===== src/rtl/sdram_arbiter.sv =====
// sdram_arbiter
// Shares one SdramCtrl between two requesters in the SDRAM clock domain.
// Round-robin grant, held until the controller reports completion, then a
// one-cycle release gap so the controller never sees a back-to-back strobe.
// Read data is latched per port; a watchdog aborts operations that hang.
module sdram_arbiter #(
    parameter int ADDR_WIDTH = 23,
    parameter int DATA_WIDTH = 16,
    parameter int TIMEOUT    = 1023
) (
    input  logic                  clk_i,
    input  logic                  rst_i,
    // port 0
    input  logic                  rd0_i,
    input  logic                  wr0_i,
    input  logic [ADDR_WIDTH-1:0] addr0_i,
    input  logic [DATA_WIDTH-1:0] data0_i,
    output logic [DATA_WIDTH-1:0] data0_o,
    output logic                  done0_o,
    output logic                  err0_o,
    // port 1
    input  logic                  rd1_i,
    input  logic                  wr1_i,
    input  logic [ADDR_WIDTH-1:0] addr1_i,
    input  logic [DATA_WIDTH-1:0] data1_i,
    output logic [DATA_WIDTH-1:0] data1_o,
    output logic                  done1_o,
    output logic                  err1_o,
    // SdramCtrl side
    output logic                  rd_o,
    output logic                  wr_o,
    output logic [ADDR_WIDTH-1:0] addr_o,
    output logic [DATA_WIDTH-1:0] data_o,
    input  logic [DATA_WIDTH-1:0] data_i,
    input  logic                  opBegun_i,
    input  logic                  done_i,
    input  logic                  rdDone_i
);

    localparam int CNT_WIDTH = $clog2(TIMEOUT + 1);
    localparam logic [CNT_WIDTH-1:0] WDOG_LAST = CNT_WIDTH'(TIMEOUT - 1);
    localparam logic [CNT_WIDTH-1:0] WDOG_MAX  = CNT_WIDTH'(TIMEOUT);
    localparam logic [CNT_WIDTH-1:0] WDOG_ONE  = CNT_WIDTH'(1);

    typedef enum logic [1:0] {
        IDLE    = 2'd0,
        BUSY    = 2'd1,
        RELEASE = 2'd2
    } stateT;

    stateT                 stateR, stateNxt;
    logic                  grantR, grantNxt;      // port currently owning the controller
    logic                  isWrR, isWrNxt;        // captured operation type
    logic                  lastR, lastNxt;        // last-served port, loses the next tie
    logic [CNT_WIDTH-1:0]  wdogR, wdogNxt;
    logic [ADDR_WIDTH-1:0] addrR, addrNxt;
    logic [DATA_WIDTH-1:0] wrDataR, wrDataNxt;
    logic                  rdR, rdNxt;
    logic                  wrR, wrNxt;
    logic                  done0R, done0Nxt;
    logic                  done1R, done1Nxt;
    logic                  err0R, err0Nxt;
    logic                  err1R, err1Nxt;
    logic [DATA_WIDTH-1:0] rdData0R, rdData0Nxt;
    logic [DATA_WIDTH-1:0] rdData1R, rdData1Nxt;

    logic req0S, req1S, pickS, complS, timeoutS;

    // The controller's operation-started flag carries no information we need.
    logic unusedOpBegun;
    assign unusedOpBegun = opBegun_i;

    assign req0S    = rd0_i | wr0_i;
    assign req1S    = rd1_i | wr1_i;
    // On a tie the port that was not served last wins.
    assign pickS    = (req0S & req1S) ? ~lastR : req1S;
    assign complS   = isWrR ? done_i : rdDone_i;
    // This BUSY cycle is the TIMEOUT-th one since the grant.
    assign timeoutS = (wdogR >= WDOG_LAST);

    // Next-state and next register values for the arbitration FSM
    always_comb begin
        stateNxt   = stateR;
        grantNxt   = grantR;
        isWrNxt    = isWrR;
        lastNxt    = lastR;
        wdogNxt    = wdogR;
        addrNxt    = addrR;
        wrDataNxt  = wrDataR;
        rdNxt      = 1'b0;
        wrNxt      = 1'b0;
        done0Nxt   = 1'b0;
        done1Nxt   = 1'b0;
        err0Nxt    = 1'b0;
        err1Nxt    = 1'b0;
        rdData0Nxt = rdData0R;
        rdData1Nxt = rdData1R;
        case (stateR)
            IDLE: begin
                if (req0S || req1S) begin
                    grantNxt  = pickS;
                    // a simultaneous rd and wr is treated as a write
                    isWrNxt   = pickS ? wr1_i : wr0_i;
                    addrNxt   = pickS ? addr1_i : addr0_i;
                    wrDataNxt = pickS ? data1_i : data0_i;
                    wdogNxt   = {CNT_WIDTH{1'b0}};
                    rdNxt     = ~isWrNxt;
                    wrNxt     = isWrNxt;
                    stateNxt  = BUSY;
                end else begin
                    stateNxt  = IDLE;
                end
            end
            BUSY: begin
                if (complS) begin
                    // completion beats a timeout landing in the same cycle
                    done0Nxt   = ~grantR;
                    done1Nxt   = grantR;
                    rdData0Nxt = (!isWrR && !grantR) ? data_i : rdData0R;
                    rdData1Nxt = (!isWrR && grantR) ? data_i : rdData1R;
                    lastNxt    = grantR;
                    stateNxt   = RELEASE;
                end else if (timeoutS) begin
                    err0Nxt    = ~grantR;
                    err1Nxt    = grantR;
                    lastNxt    = grantR;
                    wdogNxt    = (wdogR != WDOG_MAX) ? (wdogR + WDOG_ONE) : wdogR;
                    stateNxt   = RELEASE;
                end else begin
                    rdNxt      = ~isWrR;
                    wrNxt      = isWrR;
                    wdogNxt    = (wdogR != WDOG_MAX) ? (wdogR + WDOG_ONE) : wdogR;
                    stateNxt   = BUSY;
                end
            end
            RELEASE: begin
                // strobes already low; one quiet cycle before the next grant
                stateNxt = IDLE;
            end
            default: begin
                stateNxt = IDLE;
            end
        endcase
    end

    // FSM state register
    always_ff @(posedge clk_i or posedge rst_i) begin
        if (rst_i) begin
            stateR <= IDLE;
        end else begin
            stateR <= stateNxt;
        end
    end

    // Captured request, arbitration history, watchdog and registered outputs
    always_ff @(posedge clk_i or posedge rst_i) begin
        if (rst_i) begin
            grantR   <= 1'b0;
            isWrR    <= 1'b0;
            lastR    <= 1'b1;
            wdogR    <= {CNT_WIDTH{1'b0}};
            addrR    <= {ADDR_WIDTH{1'b0}};
            wrDataR  <= {DATA_WIDTH{1'b0}};
            rdR      <= 1'b0;
            wrR      <= 1'b0;
            done0R   <= 1'b0;
            done1R   <= 1'b0;
            err0R    <= 1'b0;
            err1R    <= 1'b0;
            rdData0R <= {DATA_WIDTH{1'b0}};
            rdData1R <= {DATA_WIDTH{1'b0}};
        end else begin
            grantR   <= grantNxt;
            isWrR    <= isWrNxt;
            lastR    <= lastNxt;
            wdogR    <= wdogNxt;
            addrR    <= addrNxt;
            wrDataR  <= wrDataNxt;
            rdR      <= rdNxt;
            wrR      <= wrNxt;
            done0R   <= done0Nxt;
            done1R   <= done1Nxt;
            err0R    <= err0Nxt;
            err1R    <= err1Nxt;
            rdData0R <= rdData0Nxt;
            rdData1R <= rdData1Nxt;
        end
    end

    assign rd_o    = rdR;
    assign wr_o    = wrR;
    assign addr_o  = addrR;
    assign data_o  = wrDataR;
    assign done0_o = done0R;
    assign done1_o = done1R;
    assign err0_o  = err0R;
    assign err1_o  = err1R;
    assign data0_o = rdData0R;
    assign data1_o = rdData1R;

endmodule


===== config.mk =====
export PLATFORM = sky130hd
export DESIGN_NAME = sdram_arbiter
export DESIGN_NICKNAME = d
export VERILOG_FILES = /design/src/rtl/sdram_arbiter.sv
export SDC_FILE = /design/constraint.sdc
export NUM_CORES = 1
export LEC_CHECK = 0
export CAP_MARGIN = 30
export CELL_PAD_IN_SITES_DETAIL_PLACEMENT = 1
export CELL_PAD_IN_SITES_GLOBAL_PLACEMENT = 1
export CORE_ASPECT_RATIO = 1.25
export CORE_MARGIN = 2
export CORE_UTILIZATION = 33
export CTS_BUF_LIST = sky130_fd_sc_hd__clkbuf_2
export DETAILED_ROUTE_END_ITERATION = 8
export MAX_ROUTING_LAYER = met4
export PLACE_DENSITY = 0.95
export SLEW_MARGIN = 10
export SYNTH_ARGS = -nofsm -noshare
export SYNTH_HDL_FRONTEND = slang
export SYNTH_SLANG_ARGS = --single-unit

===== constraint.sdc =====
create_clock -name clk_i -period 3.5 [get_ports clk_i]
set_input_delay 0.525 -clock clk_i [delete_from_list [all_inputs] [get_ports clk_i]]
set_output_delay 0.525 -clock clk_i [all_outputs]
set_load 0.02 [all_outputs]

Word level (Yosys, flattened, before mapping). Cells that the tools add are included.

$add $sub $neg: 1. Order comparisons: 1. Equality and inequality tests: 5. Mux-type cells: 33. Bitwise gates (word level): 7. Reductions and logical operators: 13.

Operators with widths (number): 10-bit two-way mux (3); 23-bit two-way mux (1); 1-bit two-way mux (22); 10-bit case mux with 2 select lines (1); 16-bit two-way mux (1); 10-bit by 1-bit adder with 10-bit output, second input constant (1); 10-bit >= comparator, second input constant (1); 10-bit != test, second input constant (1); 2-bit != test, second input constant (3); 3-bit AND reduction (2); 2-bit two-way mux (2); 1-bit NOT (4); 1-bit case mux with 2 select lines (2); 2-bit case mux with 2 select lines (1); 2-bit AND reduction (2); 4-bit AND reduction (1); 2-bit nonzero test (2); 2-bit by 1-bit == test with 1-bit output, second input constant (1); 1-bit logical AND (2); 1-bit logical NOT (2); 2-bit logical NOT (1); 1-bit bitwise OR (2); 1-bit AND (1); 1-bit logical OR (1).

Bits in registers: 92. Input port bits: 103. Output and inout bits: 77. Logic and storage cells: 75.

Depth between registers and ports, before layout. Gate-level depths: netlist (run 1).

Depth in word-level cells: 7. Mapped depth: 6. Mapped depth without buffers: 5.

Worst setup path before layout (run 1). No wires, ideal clock.

Path type: input -> register. Start point: input port rd0_i. End point: register wdogR[0]. Setup time: 0.118 ns. Arrival time: 1.681 ns. Required time: 3.382 ns. Path slack: 1.701 ns. Stages on the path: 5. Buffers on the path: 1. Cell sequence: or4_4 > a22oi_4 > buf_6 > nor4_1 > a21o_1.

Cells in the longest elaborated chain, start to end: 4.

Ends and longest elaborated chain: start, declared (line 14) `input logic rd0_i,`; 1-bit bitwise OR (line 73) `assign req0S = rd0_i | wr0_i;`; 1-bit logical OR (line 100) `if (req0S || req1S) begin`; 2-bit != test (no source line); 4-bit AND reduction (no source line); end signal, assigned (line 161) `wdogR <= {CNT_WIDTH{1'b0}};`; end signal, assigned (line 176) `wdogR <= wdogNxt;`; end, declared (line 55) `logic [CNT_WIDTH-1:0] wdogR, wdogNxt;`.

Every way passes these cells. A chain may end at the register's enable or synchronous reset.

Final worst setup path (run 1).
Start point: register addrR[7] (netlist: addr_o[7]). End point: output port addr_o[7].

RTL lines: start, declared (line 56) `logic [ADDR_WIDTH-1:0] addrR, addrNxt;`; start signal, assigned (line 162) `addrR <= {ADDR_WIDTH{1'b0}};`; start signal, assigned (line 177) `addrR <= addrNxt;`; end, declared (line 32) `output logic [ADDR_WIDTH-1:0] addr_o,`.

No word-level cell between the ends.

==> out/metrics.yaml, run 1 <==
power:
  p_leak_nw: 2.65
  powerDensity_nw_per_um2: 827
  irDropWorstVdd_mv: 0.352
  power.total_mw: 5.11
finish:
  ff_latch_area_um2: 2300
  final_nets: 624
  drive_gt1_share_pct: 13.2
  postLayoutCoreUtil_pct: 50.8
  fillers: 1336
  syn2layout_area_growth_pct: 50.3
  post-route-cell-area_um2: 6180
  multi_input_area_um2: 1680
  antenna_cells: 0
global_route:
  grt_pass1_vias: 3799
  grt_max_degree: 90
  grt_pass1_wl_um: 19000
  grt_most_used_layer: "met2"
  grt_use_met3_pct: 5.62
  grt_usage_pct: 18.5
  grt_antenna_before_repair: 0
  grt-ovfl-total: 0
  grt_util_met1_pct: 18.6
  gr-usage-met2_pct: 34.9
synthesis:
  synth.largest_area_cell: "dfrtp_1"
  synth_top_area_share_pct: 55.4
  synth_commonest_cells: "91 x dfrtp_1, 49 x nand2_1, 43 x o21ai_0, 42 x mux2i_1, 34 x mux2_2"
  syn_area_per_cell_um2: 11.9
  ys_ff_latch: 92
  synth_most_common_cell: "dfrtp_1"
  synth_flop_cell: "dfrtp_1"
  synthCells: 346
  ys_top_cells_by_area: "dfrtp_1 55%, mux2i_1 10%, mux2_2 9.3%, o21ai_0 5.2%, nand2_1 4.5%"
  ys_warn_count: 0
  synth_nets: 451
  ys_seq_area_share_pct: 56.0
  synth_edf_count: 0
  syn_area_um2: 4110
  synth.distinct_cells: 40
  ys_async_sr_fraction_pct: 100
clock_network:
  cts.clk_slew.worst_paths_ns: 0.30
  clkLatencyLatePin_ns: 0.59
  cts_hold_buf: 0
  numCtsBuffers: 9
  cts_tree: "yes"
  post_cts_buffers: 0
  cts.path.max_buffers: 2
  ctsResizeCount: 0
  cts_root_buffer: "clkbuf_2"
  cts-htree-levels: 3
  clkSinkCount: 92
worst_setup_path:
  r2r-start: "stateR[1]$_DFF_PP0_"
  timing_worst_setup_path_type: "reg2out"
  required_ns: 2.97
  cp_cell_sequence: "clkdlybuf4s50_1"
  cp_max_fo: 2
  cp-start-kind: "flop"
  arrival_ns: 1.67
  cpPeakStageDelay_ns: 0.64
  startpoint: "addr_o[7]$_DFFE_PP0P_"
  path_buf_inv: 1
  crit_path_end_kind: "output pin"
  slowest_stage: "clkdlybuf4s50_1"
  path_delay_family: "buffers and inverters"
place:
  dpl_cell_area_um2: 6060
  hpwl_um: 9260
  portBuffers: 178
  gp_congestion: 0.758
drt:
  vias: 3386
  firstDrtPassIters: 5
  drc: 0
  wl_per_cell_um: 17.1
  drt_iter0_drc: 119
  vias_per_cell: 4.92
  finalWirelength_um: 11800
  antenna_left: 0
timing:
  post-route-period-util_pct: 62.7
  finalWorstPathRequiredPeriod_ns: 2.19
  setup_viol: 0
  rsz0062_at_grt: "false"
  fmax_mhz: 456
  final_hold_viol_count: 0
  fin_skew_ns: 0.0307
  worst_slew_pin_slew_ns: 0.744
  relSlewSlack_pct: 50.4
  finalMaxSlewViolations: 0
  final.setup.tns_ns: 0
hold_path:
  hold_class: "in2async"
floorplan:
  ios: 180
  die_x_um: 104
  start_util_pct: 33.8
  die_y_um: 129
  core_um2: 12200
  rows: 45
  fp.dieArea_um2: 13400
status:
  status: "complete, no violations"
run:
  cap_violations: 0
## flip-flops by register name (all words and copies together), names as in the netlist, 2 cells and up
register,cells
data0_o,16
data_o,16
stateR,2
wdogR,10
addr_o,23
data1_o,16
## cells by family (layout without fill, tap and decap cells)
| kind of cell | Yosys count | after routing | synth area share (%) |
|---|---|---|---|
| muxes | 77 | 77 | 19.9 |
| and+or+nand+nor | 85 | 85 | 11.0 |
| AOI/OAI and AO/OA | 63 | 63 | 9.10 |
| adders and majority gates | 2 | 2 | 0.609 |
| DFF | 92 | 92 | 56.0 |
| buffers and inverters | 27 | 205 | 3.38 |
## placed cells by master (no fill, tap or decap), drive strengths merged
cell type,instances
inv,9
or4,6
o22ai,1
nand4,3
dfrtp,91
mux2i,43
and2b,1
a21oi,1
o21ai,44
buf,5
nor3,3
o31ai,7
and4,5
nand2,50
or2,1
nor2,1
dfstp,1
o211ai,1
clkdlybuf4s50,178
o32ai,1
a21o,1
mux2,34
clkbuf,9
nor4,5
and3,2
nand3,4
nand2b,4
a21boi,6
clkinv,3
ha,2
clkinvlp,1
a22oi,1
## layout make-up
type	instances	share of cell area, %
Timing Repair Buffer	183	29.9
Tap cell	164	3.32
Clock buffer	9	0.729
Multi-Input combinational cell	227	27.2
Sequential cell	92	37.3
Clock inverter	7	1.22
Inverter	6	0.385
## power by group
part,total [mW],switching (mW),internal (mW)
combinational,2.74,1.43,1.31
sequential,1.83,0.295,1.54
clock,0.537,0.416,0.120
## path summary, 6_finish.rpt
path | slack [ns] | cells past startpoint | end
min in group clk_i | 0.51 | 1 | grantR$_DFFE_PP0P_
worst min register to register | 0.51 | 1 | grantR$_DFFE_PP0P_
worst max register to register | 1.51 | 3 | data0_o[6]$_DFFE_PP0P_
max in group asynchronous | 2.47 | 3 | data0_o[6]$_DFFE_PP0P_
worst max-delay path | 1.31 | 1 | addr_o[7]
worst min-delay path | 0.29 | 2 | data_o[12]$_DFFE_PP0P_
## per-stage QoR
stage	hold WS, ns	worst slack (ns)	instances
floorplan	0.463	0.585	346
global placement	0.461	1.11	672
detailed placement	0.477	1.06	672
CTS	0.261	1.24	688
global route	0.212	1.16	688
finish	0.285	1.31	688
## metal layers
layer	routed length, um	share of wire [%]
met3	717	6.1
met5	0	0
met1	4350	37
met2	6540	56
met4	150	1.3
No activity file was read; power rests on OpenSTA's default activity.
==> run 2, diff against run 1 <==
Settings changed: CORE_UTILIZATION 33 to 30, PLACE_DENSITY 0.95 to 0.91.
Clock period 3.5 ns to 1.8 ns, I/O delays scaled along.
==> run 2 against run 1 <==
  * Critical endpoint is now data_o[13]$_DFFE_PP0P_
  * Wire length up 0.24%
  * Setup slack lost 1.2 ns
  * Critical path depth rose by 5
  * Highest routed layer unchanged
  * Final cell count is 3.2% higher
  * Sequential share of layout area decreased by 0.54 points
==> out/metrics.yaml, run 2 (synthesized netlist as in run 1, its figures left out) <==
worst_setup_path:
  arrival_ns: 2.17  # was 1.67 ns
  timing_worst_setup_path_type: "reg2reg"  # was reg2out
  cp_max_fo: 14  # was 2
  crit_path_end_kind: "flop"  # was output pin
  r2r_slack_ns: 0.06  # was 1.51 ns
  r2r-start: "lastR$_DFFE_PP1P_"  # was stateR[1]$_DFF_PP0_
  cp-start-kind: "flop"  # unchanged
  required_ns: 2.23  # was 2.97 ns
  r2r-end: "data_o[13]$_DFFE_PP0P_"  # was data0_o[6]$_DFFE_PP0P_
  ff2ff_path_depth: 6  # was 3
timing:
  post-route-period-util_pct: 96.7
  setup_viol: 0  # unchanged
  relSlewSlack_pct: 66.5  # was 50.4%
  final_hold_viol_count: 0  # unchanged
  timing.hold.ws_ns: 0.167  # was 0.285 ns
  rsz0062_at_grt: "true"  # was false
  finalMaxSlewViolations: 0  # unchanged
  final.setup.tns_ns: 0  # unchanged
  finalWorstPathRequiredPeriod_ns: 1.74
  fin_skew_ns: 0.0324  # was 0.0307 ns
  worst_slew_pin_slew_ns: 0.502  # was 0.744 ns
  fmax_mhz: 575
  setup_ws_ns: 0.0598  # was 1.31 ns
clock_network:
  cts_root_buffer: "clkbuf_2"  # unchanged
  clkSinkCount: 92  # unchanged
  cts.clk_slew.worst_paths_ns: 0.24  # was 0.30 ns
  cts-htree-levels: 3  # unchanged
  cts_tree: "yes"  # unchanged
  clkLatencyLatePin_ns: 0.53  # was 0.59 ns
  numCtsBuffers: 9  # unchanged
  cts.path.max_buffers: 2  # unchanged
global_route:
  grt_usage_pct: 17.1  # was 18.5%
  grt_max_degree: 93  # was 90
  grt_pass1_vias: 3806  # was 3799
  grt_antenna_before_repair: 0  # unchanged
  grt-ovfl-total: 0  # unchanged
  grt_pass1_wl_um: 18900  # was 19000 um
place:
  portBuffers: 178  # unchanged
  dpl_cell_area_um2: 6210  # was 6060 um2
  place_ws_ns: -0.277  # was 1.06 ns
  hpwl_um: 9120  # was 9260 um
  gp_congestion: 0.760  # was 0.758
power:
  irDropWorstVdd_mv: 0.672  # was 0.352 mV
  powerDensity_nw_per_um2: 1560  # was 827 nW/um2
  p_leak_nw: 2.91  # was 2.65 nW
drt:
  vias: 3451  # was 3386
  finalWirelength_um: 11800  # about the same
  drt_iter0_drc: 84  # was 119
  firstDrtPassIters: 4  # was 5
  vias_per_cell: 4.86  # was 4.92
  drc: 0  # unchanged
  antenna_left: 0  # unchanged
  wl_per_cell_um: 16.6  # was 17.1 um
hold_path:
  hold_class: "in2async"  # unchanged
finish:
  final_common_cell: "clkdlybuf4s50_1"  # unchanged
  antenna_cells: 0  # unchanged
  largest_register_ffs: 23  # unchanged
  final_nets: 639  # was 624
  drive_gt1_share_pct: 16.0  # was 13.2%
  syn2layout_area_growth_pct: 52.5  # was 50.3%
  fillers: 1480  # was 1336
  post-route-cell-area_um2: 6270  # was 6180 um2
  mostFrequentLayoutCells: "101 x clkdlybuf4s50_1, 90 x dfrtp_1, 77 x dlygate4sd2_1"  # was 178 x clkdlybuf4s50_1, 91 x dfrtp_1, 49 x nand2_1
floorplan:
  rows: 47  # was 45
  core_um2: 13300  # was 12200 um2
  die_y_um: 135  # was 129 um
  fp.dieArea_um2: 14700  # was 13400 um2
  ios: 180  # unchanged
  start_util_pct: 30.9  # was 33.8%
  die_x_um: 109  # was 104 um
status:
  status: "complete, no violations"  # unchanged
run:
  cap_violations: 0  # unchanged
run 2: cell types whose count changed in the layout (fill, tap and decap cells not counted), sizes merged:
cell | before | now
dlygate4sd2 | 0 | 77
clkinvlp | 1 | 2
clkdlybuf4s50 | 178 | 101
bufinv | 0 | 2
clkinv | 3 | 2
inv | 9 | 5
clkbuf | 9 | 11
buf | 5 | 20
run 2: report_power, final:
| group | switching (mW) | internal (mW) |
|---|---|---|
| registers | 0.537 | 2.99 |
| clock network | 0.685 | 0.464 |
| logic | 2.90 | 2.22 |
| total | 4.12 | 5.67 |
run 2: routing by layer:
| metal | up-vias | track usage, % | share of wire [%] |
|---|---|---|---|
| met1 | 1683 | 19.2 | 39 |
| met3 | 15 | 3.38 | 6.3 |
| met2 | 142 | 30.1 | 52 |
| met5 | - | - | 0 |
| li1 | 1611 | - | - |
| met4 | 0 | 5.63 | 1.8 |
run 2: how the worst max path moves through the flow:
stage / from / endpoint / slack, ns / cells after the start
CTS: isWrR$_DFFE_PP0P_ / wdogR[8]$_DFFE_PP0P_ / 0.001 / 5
finish: lastR$_DFFE_PP1P_ / data_o[13]$_DFFE_PP0P_ / 0.06 / 6
detailed placement: rd0_i / wdogR[9]$_DFFE_PP0P_ / -0.28 / 6
floorplan: stateR[1]$_DFF_PP0_ / data0_o[0]$_DFFE_PP0P_ / 0.11 / 5
global route: lastR$_DFFE_PP1P_ / addr_o[3]$_DFFE_PP0P_ / -0.03 / 6
global placement: rd0_i / wdogR[8]$_DFFE_PP0P_ / -0.22 / 6
run 2: stage by stage:
stage / power, mW / instances / utilization, %
6_report: 9.79 / 710 / 47.2
5_1_grt: 10.5 / 710 / 47.2
4_1_cts: 9.91 / 709 / 47.1
3_5_place_dp: 9.33 / 693 / 46.7
3_3_place_gp: 9.00 / 693 / 46.7
2_1_floorplan: 6.50 / 346 / -
run 2: area by class of cell:
cell class / count / area [um2] / share of cell area (%)
Timing Repair Buffer: 198 / 1900 / 30.3
Clock buffer: 11 / 55.1 / 0.878
Tap cell: 171 / 214 / 3.41
Inverter: 6 / 26.3 / 0.419
Sequential cell: 92 / 2300 / 36.8
Multi-Input combinational cell: 227 / 1690 / 27.0
Clock inverter: 5 / 76.3 / 1.22
run 2: critical path, stage by stage, from the launching register on:
cell and delay, ns:
dfstp_2 0.64, o21ai_0 0.11, buf_4 0.15, o21ai_4 0.07, buf_4 0.30, mux2i_1 0.24
o21ai_0 0.12
run 2: what timing repair did:
action	CTS	global route
setup endpoints to repair	79	14
resized for setup	81	1
buffers inserted	0	1
pin swaps	0	2
hold buffers	0	0
==> edit, RTL diff (config.mk and constraints of run 2) <==
`ADDR_WIDTH`: 23 -> 46.
--- a/src/rtl/sdram_arbiter.sv
+++ b/src/rtl/sdram_arbiter.sv
@@ -5,5 +5,5 @@
 // Read data is latched per port; a watchdog aborts operations that hang.
 module sdram_arbiter #(
-    parameter int ADDR_WIDTH = 23,
+    parameter int ADDR_WIDTH = 46,
     parameter int DATA_WIDTH = 16,
     parameter int TIMEOUT    = 1023
Interface: changed (resized addr0_i, addr1_i and addr_o); port bits go from 180 to 249. The function was not compared with the original's and may differ.
==> edit against run 2 <==
  * Clock skew decreased by 0.013 ns
  * Cell area increased by 33%
  * Sequential cell count increased by 23
  * First-iteration DRC count increased by 48%
  * Clock power increased by 51%
  * Fmax decreased by 2.6%
  * Non-clock buffer count increased by 101
  * Sequential share of layout area decreased by 2.1 points
  * Routed wire length increased by 42%
  * Sequential power increased by 27%
  * Power increased by 36%
  * Area after synthesis increased by 25%
  * Worst setup slack got worse by 0.047 ns
  * Critical path type unchanged
  * Largest cell class unchanged
  * Highest routed layer unchanged
==> edit: results <==
{
  "grt_max_degree": 61,
  "largest_reg_flops": 46,
  "synth_cell_types": 43,
  "grt_pass1_wl_um": 25700,
  "grt_pass1_vias": 5006,
  "avgSynthCellArea_um2": 11.65,
  "placed_cell_area_mm2": 0.008100,
  "power_frac_seq_pct": 33.5,
  "fin_hold_ws_ns": 0.1985,
  "critPathSlowestCell": "or4_1",
  "grt.total_usage_pct": 19.06,
  "p_total_uw": 13330,
  "synthTopCellsByArea": "dfrtp_1 55%, mux2i_1 12%, mux2_2 7.4%",
  "nClkBuffers": 17,
  "status": "completed",
  "nMultiInputCombCells": 296,
  "vias": 4597,
  "drt-total-wl_um": 16690,
  "clock_power_uw": 1740,
  "htree_num_levels": 4,
  "well_tap_count": 220,
  "fillerInstances": 1908,
  "fin_area_mm2": 0.008313,
  "r2r_slack_ns": 0.01,
  "critPathMaxFanout": 16,
  "hold_path.class": "primary input to flip-flop",
  "cts_made_buffers": 17,
  "synth_fp_nets": 593,
  "cp_top_family": "simple AND/OR/NAND/NOR gates",
  "sh_seq_area_pct": 34.66,
  "yosysSeqAreaShare_pct": 55.90,
  "leakagePower_uw": 0.003834,
  "drive_gt1_share_pct": 25.44,
  "startpoint": "isWrR$_DFFE_PP0P_",
  "fin_crit_sh_pct": 99.27,
  "worst_r2r_path_depth": 5
}
edit: changes by cell type after synthesis, moves of 3 or more:
cell / delta
a21boi_1: -5
nand2b_1: -3
o21ai_0: +28
nand2_1: +22
buf_4: +9
buf_2: -3
a21oi_1: +4
dfrtp_1: +23
buf_1: -3
mux2i_1: +20
edit: kinds of logic after synthesis:
group / after synthesis / share of synthesized area (%)
AND/OR/NAND/NOR: 103 / 9.718
AO/OA/AOI/OAI: 94 / 10.64
flip-flops: 115 / 55.90
adder cells (fa/ha/maj): 2 / 0.4858
buffers and inverters: 31 / 3.328
multiplexers: 97 / 19.92
edit: metal layers:
layer / part of all wire [%] / track usage (%)
met1: 36 / 19.57
met2: 56 / 35.03
met3: 5.4 / 4.811
met4: 2.7 / 6.782
met5: 0 / -
edit: what timing repair did:
action                                  4_1_cts  5_1_grt
endpoints found under the setup margin      105      118
endpoints found under the hold margin       110        0
hold buffers                                  1        0
setup buffers                                 1       18
gates resized for setup                     130      124
gates cloned                                  0        1
